File: src/rtl/phase_pkg.sv
// ---------------------------------------------------------------------------
// phase_pkg
// Shared definitions for the five-phase core sequencing.
//   PH_F..PH_W  : bit positions of each phase inside the one-hot phase vector,
//                 shared with ir_dec, register_file and alu
//   PHASE_HALT  : phase vector value while the sequencer is halted
//   state_e     : sequencer states
//   phase_of()  : maps a state onto its one-hot phase vector
// ---------------------------------------------------------------------------
package phase_pkg;

  localparam int PH_F = 0;
  localparam int PH_R = 1;
  localparam int PH_X = 2;
  localparam int PH_M = 3;
  localparam int PH_W = 4;

  localparam logic [4:0] PHASE_HALT = 5'b00000;

  typedef enum logic [2:0] {
    ST_F    = 3'd0,
    ST_R    = 3'd1,
    ST_X    = 3'd2,
    ST_M    = 3'd3,
    ST_W    = 3'd4,
    ST_HALT = 3'd5
  } state_e;

  function automatic logic [4:0] phase_of(input state_e s);
    logic [4:0] p;
    p = PHASE_HALT;
    case (s)
      ST_F:    p[PH_F] = 1'b1;
      ST_R:    p[PH_R] = 1'b1;
      ST_X:    p[PH_X] = 1'b1;
      ST_M:    p[PH_M] = 1'b1;
      ST_W:    p[PH_W] = 1'b1;
      default: p = PHASE_HALT;
    endcase
    return p;
  endfunction

endpackage

File: src/rtl/phase_ctrl_wait_timer.sv
// ---------------------------------------------------------------------------
// wait_timer
// Counts consecutive not-ready cycles of a memory access and flags the cycle
// on which the access has waited too long.
//   CLK      in  clock
//   RST      in  synchronous active-high reset
//   clr_i    in  restart counting (a new F or M access begins next cycle)
//   en_i     in  an access is in progress this cycle
//   rdy_i    in  memory ready this cycle
//   expire_o out the counter has reached WAIT_MAX and memory is still not ready
// Parameter WAIT_MAX: wait-cycle limit, 0 disables expiry.
// ---------------------------------------------------------------------------
module wait_timer
  import phase_pkg::*;
#(
  parameter int unsigned WAIT_MAX = 15
) (
  input  logic CLK,
  input  logic RST,
  input  logic clr_i,
  input  logic en_i,
  input  logic rdy_i,
  output logic expire_o
);

  localparam int CW = (WAIT_MAX < 2) ? 1 : $clog2(WAIT_MAX + 1);
  localparam logic [CW-1:0] LIMIT = CW'(WAIT_MAX);

  logic [CW-1:0] cnt_q, cnt_d;

  // The counter saturates at the limit; once it is there the sequencer
  // either leaves on ready or leaves to HALT, so it never needs to wrap.
  always_comb begin
    cnt_d = cnt_q;
    if (clr_i) begin
      cnt_d = '0;
    end else if (en_i && !rdy_i && (cnt_q != LIMIT)) begin
      cnt_d = cnt_q + 1'b1;
    end
  end

  always_ff @(posedge CLK) begin
    if (RST) begin
      cnt_q <= '0;
    end else begin
      cnt_q <= cnt_d;
    end
  end

  // Ready in the same cycle suppresses expiry.
  assign expire_o = (WAIT_MAX != 0) && en_i && !rdy_i && (cnt_q == LIMIT);

endmodule

File: src/rtl/phase_ctrl.sv
// ---------------------------------------------------------------------------
// phase_ctrl
// Multi-cycle phase sequencer for the five-phase core (F,R,X,M,W). Inserts
// wait states on F and M through MEM_REQ/MEM_RDY, skips M for non-memory
// instructions, halts at instruction boundaries and counts retirements.
//   CLK      in  core clock
//   RST      in  synchronous active-high reset
//   HLT      in  halt request, honoured in W and while halted
//   IS_MEM   in  instruction uses the memory phase (valid in X)
//   MEM_RDY  in  memory ready for the current F or M access
//   STEP     in  single-step request (only with PHASE_CTRL_STEP_EN)
//   phase    out one-hot phase, all-zero while halted
//   MEM_REQ  out memory request, high in F and M
//   RETIRE   out high during W
//   HALTED   out high in HALT
//   TIMEOUT  out sticky wait-state timeout flag
//   ICOUNT   out retired-instruction count (wraps)
// Build option: define PHASE_CTRL_STEP_EN for single-step debug mode.
// ---------------------------------------------------------------------------
module phase_ctrl
  import phase_pkg::*;
#(
  parameter int unsigned WAIT_MAX = 15,
  parameter int unsigned ICNT_W   = 32
) (
  input  logic              CLK,
  input  logic              RST,
  input  logic              HLT,
  input  logic              IS_MEM,
  input  logic              MEM_RDY,
`ifdef PHASE_CTRL_STEP_EN
  input  logic              STEP,
`endif
  output logic [4:0]        phase,
  output logic              MEM_REQ,
  output logic              RETIRE,
  output logic              HALTED,
  output logic              TIMEOUT,
  output logic [ICNT_W-1:0] ICOUNT
);

  state_e            state_q, state_d;
  logic              timeout_q, timeout_d;
  logic [ICNT_W-1:0] icount_q, icount_d;
  logic              timer_clr, timer_en, timer_expire;

  // A fresh wait count starts whenever an F or M access is being entered.
  assign timer_en  = (state_q == ST_F) || (state_q == ST_M);
  assign timer_clr = ((state_d == ST_F) || (state_d == ST_M)) && (state_d != state_q);

  wait_timer #(
    .WAIT_MAX (WAIT_MAX)
  ) u_wait_timer (
    .CLK      (CLK),
    .RST      (RST),
    .clr_i    (timer_clr),
    .en_i     (timer_en),
    .rdy_i    (MEM_RDY),
    .expire_o (timer_expire)
  );

  // Next-state logic. A timeout HALT is terminal until reset.
  always_comb begin
    state_d   = state_q;
    timeout_d = timeout_q;
    case (state_q)
      ST_F: begin
        if (MEM_RDY) begin
          state_d = ST_R;
        end else if (timer_expire) begin
          state_d   = ST_HALT;
          timeout_d = 1'b1;
        end
      end
      ST_R: state_d = ST_X;
      ST_X: state_d = IS_MEM ? ST_M : ST_W;
      ST_M: begin
        if (MEM_RDY) begin
          state_d = ST_W;
        end else if (timer_expire) begin
          state_d   = ST_HALT;
          timeout_d = 1'b1;
        end
      end
      ST_W: begin
`ifdef PHASE_CTRL_STEP_EN
        state_d = ST_HALT;
`else
        state_d = HLT ? ST_HALT : ST_F;
`endif
      end
      ST_HALT: begin
`ifdef PHASE_CTRL_STEP_EN
        if (!timeout_q && !HLT && STEP) begin
          state_d = ST_F;
        end
`else
        if (!timeout_q && !HLT) begin
          state_d = ST_F;
        end
`endif
      end
      default: state_d = ST_F;
    endcase
  end

  // Every W lasts exactly one cycle, so counting W cycles counts exits.
  assign icount_d = (state_q == ST_W) ? icount_q + ICNT_W'(1) : icount_q;

  always_ff @(posedge CLK) begin
    if (RST) begin
      state_q   <= ST_F;
      timeout_q <= 1'b0;
      icount_q  <= '0;
    end else begin
      state_q   <= state_d;
      timeout_q <= timeout_d;
      icount_q  <= icount_d;
    end
  end

  assign phase   = phase_of(state_q);
  assign MEM_REQ = (state_q == ST_F) || (state_q == ST_M);
  assign RETIRE  = (state_q == ST_W);
  assign HALTED  = (state_q == ST_HALT);
  assign TIMEOUT = timeout_q;
  assign ICOUNT  = icount_q;

endmodule

File: config.mk
export PLATFORM = sky130hd
export DESIGN_NAME = phase_ctrl
export DESIGN_NICKNAME = d
export VERILOG_FILES = /design/src/rtl/phase_pkg.sv /design/src/rtl/phase_ctrl_wait_timer.sv /design/src/rtl/phase_ctrl.sv
export SDC_FILE = /design/constraint.sdc
export NUM_CORES = 1
export LEC_CHECK = 0
export BUFFER_PORTS_ARGS = -buffer_cell sky130_fd_sc_hd__clkbuf_2
export CAP_MARGIN = 10
export CORE_UTILIZATION = 40
export CTS_CLUSTER_SIZE = 28
export DETAILED_ROUTE_END_ITERATION = 8
export SYNTH_ARGS = -nofsm -noshare
export SYNTH_HDL_FRONTEND = slang
export SYNTH_HIERARCHICAL = 1
export SYNTH_SLANG_ARGS = --single-unit
export TNS_END_PERCENT = 5
File: constraint.sdc
create_clock -name CLK -period 3.25 [get_ports CLK]
set_clock_uncertainty 0.1 [all_clocks]
set_input_delay 0.4875 -clock CLK [delete_from_list [all_inputs] [get_ports CLK]]
set_output_delay 0.4875 -clock CLK [all_outputs]
set_load 0.02 [all_outputs]
* Word-level counts from Yosys, hierarchy flattened
Index checks and enable logic that the tools add are counted.
** Word-level totals
- Flip-flop bits (word level) :: 40
- Input bits :: 5
- Output and inout port bits :: 41
- Logic and storage cells :: 43
** Operators by class
- $add $sub $neg :: 2
- Equality and inequality tests :: 9
- Mux-type cells :: 12
- Bitwise logic cells :: 1
- Reduce and logical (&&, ||, !) cells :: 15
** Operators by type and width (count)
- $add A32 B1 Y32 const B :: 1
- $mux W3 :: 6
- $pmux W3 S6 :: 1
- $eq A3 B2 Y1 const B :: 3
- $eq A3 B3 Y1 const B :: 2
- $logic_not A3 Y1 :: 2
- $logic_and A1 B1 Y1 :: 5
- $mux W1 :: 5
- $add A4 B1 Y4 const B :: 1
- $eq A4 B4 Y1 const B :: 1
- $ne A4 B4 Y1 const B :: 1
- $reduce_or A2 Y1 :: 2
- $eq A3 B1 Y1 const B :: 1
- $logic_not A1 Y1 :: 3
- $ne A3 B3 Y1 :: 1
- $reduce_and A3 Y1 :: 1
- $logic_or A1 B1 Y1 :: 2
- $not A1 Y1 :: 1

* Depth between registers and ports, before layout
- Word-level depth :: 11
- Depth in mapped cells :: 11

* By module
The synthesis kept the hierarchy.
** By module, submodules not included
- phase_ctrl :: instances 1, cells an instance 218, area each 1795.5 um^2
- wait_timer :: instances 1, cells an instance 24, area each 240.2 um^2

* Worst setup path after synthesis
Ideal clock, no wire load.
- Path kind :: reg2reg
- Start :: register state_q[1]
- End :: register u_wait_timer.cnt_q[1]
- Library setup time :: 0.076 ns
- Arrival time :: 2.976 ns
- Required time :: 3.074 ns
- Path slack :: 0.099 ns
- Stages on the path, launching flop included :: 11
- Clock period less this slack :: 3.151 ns
- Path through :: dfxtp_1 -> clkbuf_1 -> nor3_1 -> or2_2 -> nor2b_4 -> and4_2 -> or4b_2 -> a21oi_1 -> nor3_1 -> nor2_1 -> a21boi_0
** Between the ends
- Cells in the longest elaborated chain, start to end :: 11
- Elaborated cells on any way between the ends :: 21
- Those cells by class :: eq/ne (7); mux (5); reduce/logical (9)
** RTL lines
- start: declaration :: RTL line phase_ctrl.sv:42 : state_e state_q, state_d;
- start signal: assignment :: RTL line phase_ctrl.sv:116 : state_q <= state_d;
- $eq A3 B2 Y1 / $logic_not A3 Y1 (equally long branches)
- $logic_or A1 B1 Y1 *
- named net MEM_REQ :: RTL line phase_ctrl.sv:35 : output logic MEM_REQ,
- $logic_and A1 B1 Y1 * :: RTL line phase_ctrl_wait_timer.sv:37, phase_ctrl_wait_timer.sv:51
- $logic_and A1 B1 Y1 * :: RTL line phase_ctrl_wait_timer.sv:51 : assign expire_o = (WAIT_MAX != 0) && en_i && !rdy_i && (cnt_q == LIMIT);
- named net timer_expire :: RTL line phase_ctrl.sv:45 : logic timer_clr, timer_en, timer_expire;
- $mux W3 * :: RTL line phase_ctrl.sv:70, phase_ctrl.sv:80
- $mux W3 (on tied branches) :: RTL line phase_ctrl.sv:78, phase_ctrl.sv:68
- $pmux W3 S6 * :: RTL line phase_ctrl.sv:66 : case (state_q)
- $eq A3 B2 Y1 / $logic_not A3 Y1 (equally long branches) :: RTL line phase_ctrl.sv:49 : assign timer_clr = ((state_d == ST_F) || (state_d == ST_M)) && (state_d != state_q);
- $logic_or A1 B1 Y1 :: RTL line phase_ctrl.sv:49
- $logic_and A1 B1 Y1 * :: RTL line phase_ctrl.sv:49
- named net timer_clr :: RTL line phase_ctrl.sv:45
- $reduce_or A2 Y1 (no line) *
- end signal: assignment :: RTL line phase_ctrl_wait_timer.sv:46 : cnt_q <= cnt_d;
- end: declaration :: RTL line phase_ctrl_wait_timer.sv:29 : logic [CW-1:0] cnt_q, cnt_d;
The timed path passes the listed nets; every way through them passes the cells marked *.
A chain may end at the register's enable or synchronous reset.

* Worst setup path after layout
- Start :: register state_q[2]
- End :: register u_wait_timer.cnt_q[0]
** Between the ends
- Cells in the longest elaborated chain, start to end :: 11
- Elaborated cells on any way between the ends :: 21
- Those cells by class :: eq/ne (7); mux (5); reduce/logical (9)
** RTL lines
- $eq A3 B2 Y1 / $logic_not A3 Y1 (equally long branches) :: RTL line phase_ctrl.sv:48 : assign timer_en = (state_q == ST_F) || (state_q == ST_M);
- $logic_or A1 B1 Y1 * :: RTL line phase_ctrl.sv:48
- $logic_and A1 B1 Y1 * (2 in a row) :: RTL line phase_ctrl_wait_timer.sv:51
- named net timer_expire :: RTL line phase_ctrl.sv:45
- $mux W3 * :: RTL line phase_ctrl.sv:70, phase_ctrl.sv:80
- $mux W3 (on tied branches) :: RTL line phase_ctrl.sv:78, phase_ctrl.sv:68
- $pmux W3 S6 * :: RTL line phase_ctrl.sv:66
- $eq A3 B2 Y1 / $logic_not A3 Y1 (equally long branches) :: RTL line phase_ctrl.sv:49
- $logic_or A1 B1 Y1 :: RTL line phase_ctrl.sv:49
- $logic_and A1 B1 Y1 * :: RTL line phase_ctrl.sv:49
- named net timer_clr :: RTL line phase_ctrl.sv:45
- $reduce_or A2 Y1 (no line) *
Marks and branches as above.

==> flow_summary.ini <==
[run_status]
outcome = completed

[clock_network]
clkLatencyLatePin_ps = 290
cts_resized = 0
holdBufCountCts = 0
cts_setup_buffers = 0
h-tree-depth = 2
cts.sinks = 40
cts_tree = done
clockBufferDepth = 2
path_clk_slew_ps = 80
cts_buffers = 5
cts-root-buf = clkbuf_8

[logic_synthesis]
yosys.area.top_type = dfxtp_1
ys_warn_count = 6
synthCells = 242
synth_top_family_by_area = simple AND/OR/NAND/NOR gates
netlist_area_um2 = 2040
ys_seq_area_frac = 0.393
synth.mux.area_fraction = 0.00553
async_flop_share = 0
synthTopCellsByArea = dfxtp_1 (39%), a21oi_1 (6.9%), or4_1 (6.6%), o31ai_1 (5.2%), xnor2_1 (3.0%)
ys_types = 45
synth_fp_nets = 249
ys_seq_elements = 40
synth_top_cell_area_share = 0.393
synth_fa_ha_area_frac = 0.0123
syn_area_per_cell_um2 = 8.41
synth-edff-count = 0
synth_compound_area_frac = 0.189
ys.flop_type = dfxtp_1
yosys.area_share.simple = 0.313
synth_xor_area_frac = 0.0387

[floorplanning]
start_util = 0.423
pin_count = 46
die-area_um2 = 5380
fp.dieW_um = 73.3
coreArea_um2 = 4820
rows = 25
die_y_um = 73.3

[routing]
drt_iter0_drc = 153
ant_nets = 0
drc = 0
routed_via_density = 5.54
finalWirelength_mm = 4.57
via_count = 1933
wire_per_inst_um = 13.1
dr.pass1.iters = 4

[worst_setup_path]
cp-start-kind = register
r2r-end = u_wait_timer/cnt_q[0]
crit_chain = nor3_1 > or2_2 > nor2b_4 > and4_2 > or4b_2 > a21oi_1 > nor3_1 > nor2_1 > nand4b_1 > nand2_1
slowest_stage = or4b_2
critPathMaxStageDelay_ps = 590
worstPathArrival_ps = 2980
crit_family = simple AND/OR/NAND/NOR gates
r2r-start = state_q[2]
path_max_fanout = 13
ff2ff_path_depth = 10
crit_buf_inv = 0
end_kind = register
critPathKind = register to register
r2r_slack_ps = 410
required_ps = 3390
cpMostUsedCell = nor3_1

[sta]
worst_pin_slew_ps = 844
maxSlewViolCount = 0
min_period_ps = 2840
finalSetupViolations = 0
fmax_mhz = 352
rsz0062_at_grt = false
finalCritPeriodShare = 0.875
finalSetupTns_ps = 0
hold_viol_final = 0
slew_headroom = 0.438

[final_layout]
area_growth_pct = 17.0
instances_no_fill = 349
fin_util = 0.494
antenna_cells = 0
drive_gt1_frac = 0.230
nNetsFinal = 288

[placed_design]
hpwl_mm = 3.19
gp_congestion = 0.749
portBuffers = 45
dpl.cell_count = 341

[power]
power.density_nw_per_um2 = 394
ir_worst_vdd_v = 0.000225
leakage_nw = 0.851

[global_routing]
grt_pass1_wl_mm = 7.67
grt_pass1_vias = 1630
grt_max_degree = 40
track_usage = 0.181
antenna_found_initial = 0
grt_overflow_total = 0

[worst_hold_path]
min_to = ICOUNT[31]
min_from = ICOUNT[31]
hold_depth = 2
min_path_type = register to register

[flow_run]
maxCapViolCount = 0
-- layout by cell type (no fill, tap or decap), types with 10 or more instances in the layout --
cell type  count
o31ai_1       14
nor3_1        10
o21ai_0       10
clkbuf_2      45
nor2_1        15
or4_1         18
a21oi_1       28
nand3_1       12
dfxtp_1       40
nand2_1       12
-- flip-flops by register name, summed over array words and instances, names as in the netlist --
| register | cells |
|---|---|
| ICOUNT | 32 |
| u_wait_timer/cnt_q | 4 |
| state_q | 3 |
| TIMEOUT | 1 |
-- worst register-to-register path, stage by stage, from the launching register on --
cell,delay (ps)
dfxtp_1,430
nor3_1,260
or2_2,170
nor2b_4,210
and4_2,300
or4b_2,590
a21oi_1,190
nor3_1,110
nor2_1,210
nand4b_1,130
nand2_1,80
-- layer usage --
layer / vias up / global-route usage / part of all wire
met5: - / 0 / 0
met4: 0 / 0.0513 / 0.010
met3: 5 / 0.0480 / 0.042
met2: 37 / 0.272 / 0.44
met1: 899 / 0.255 / 0.51
li1: 992 / - / -
-- logic make-up after synthesis --
group	Yosys count
AOI/OAI and AO/OA	61
xor gates and xnor gates	9
adders and majority gates	2
buffers and inverters	23
DFF	40
muxes	1
and+or+nand+nor	106
-- Yosys cell counts, types with 3 or more instances --
cell	n
dfxtp_1	40
a21oi_1	28
or4_1	18
nor2_1	15
o31ai_1	14
nand2_1	12
nand3_1	12
clkbuf_1	11
nor3_1	10
o21ai_0	10
inv_1	8
nand4_1	8
or3_1	8
xnor2_1	7
and4_1	3
-- layout make-up --
class | instances | area (um2)
fillers | 517 | 2440
multi-input cells | 179 | 1140
flip-flops and latches | 40 | 801
repair buffers | 47 | 240
clock buffers | 8 | 90.1
well taps | 67 | 83.8
inverters | 8 | 30.0
-- metrics by stage --
stage          cell area [um2]  hold WS [ps]  power (mW)  setup slack, ps
3_5_place_dp              2290           378       0.607              453
6_report                  2380           384       0.939              407
2_1_floorplan             2040           397       0.580             98.7
3_3_place_gp              2290           367       0.607              538
4_1_cts                   2380           390       0.945              428
5_1_grt                   2380           426       0.977              178
-- report_power, final --
part           switching (mW)  total [mW]  internal (mW)
Sequential            0.00921       0.506          0.497
Clock                   0.169       0.343          0.173
Combinational          0.0556      0.0901         0.0345
-- how the worst max path moves through the flow --
stage	slack, ps	end	startpoint	cells past startpoint
5_1_grt	180	u_wait_timer/cnt_q[0]	state_q[2]	10
3_3_place_gp	540	u_wait_timer/cnt_q[1]	state_q[2]	9
3_5_place_dp	450	u_wait_timer/cnt_q[1]	state_q[2]	9
6_report	410	u_wait_timer/cnt_q[0]	state_q[2]	10
4_1_cts	430	u_wait_timer/cnt_q[0]	state_q[2]	10
2_1_floorplan	100	u_wait_timer/cnt_q[1]	state_q[1]	10
No activity file was read; power rests on OpenSTA's default activity.
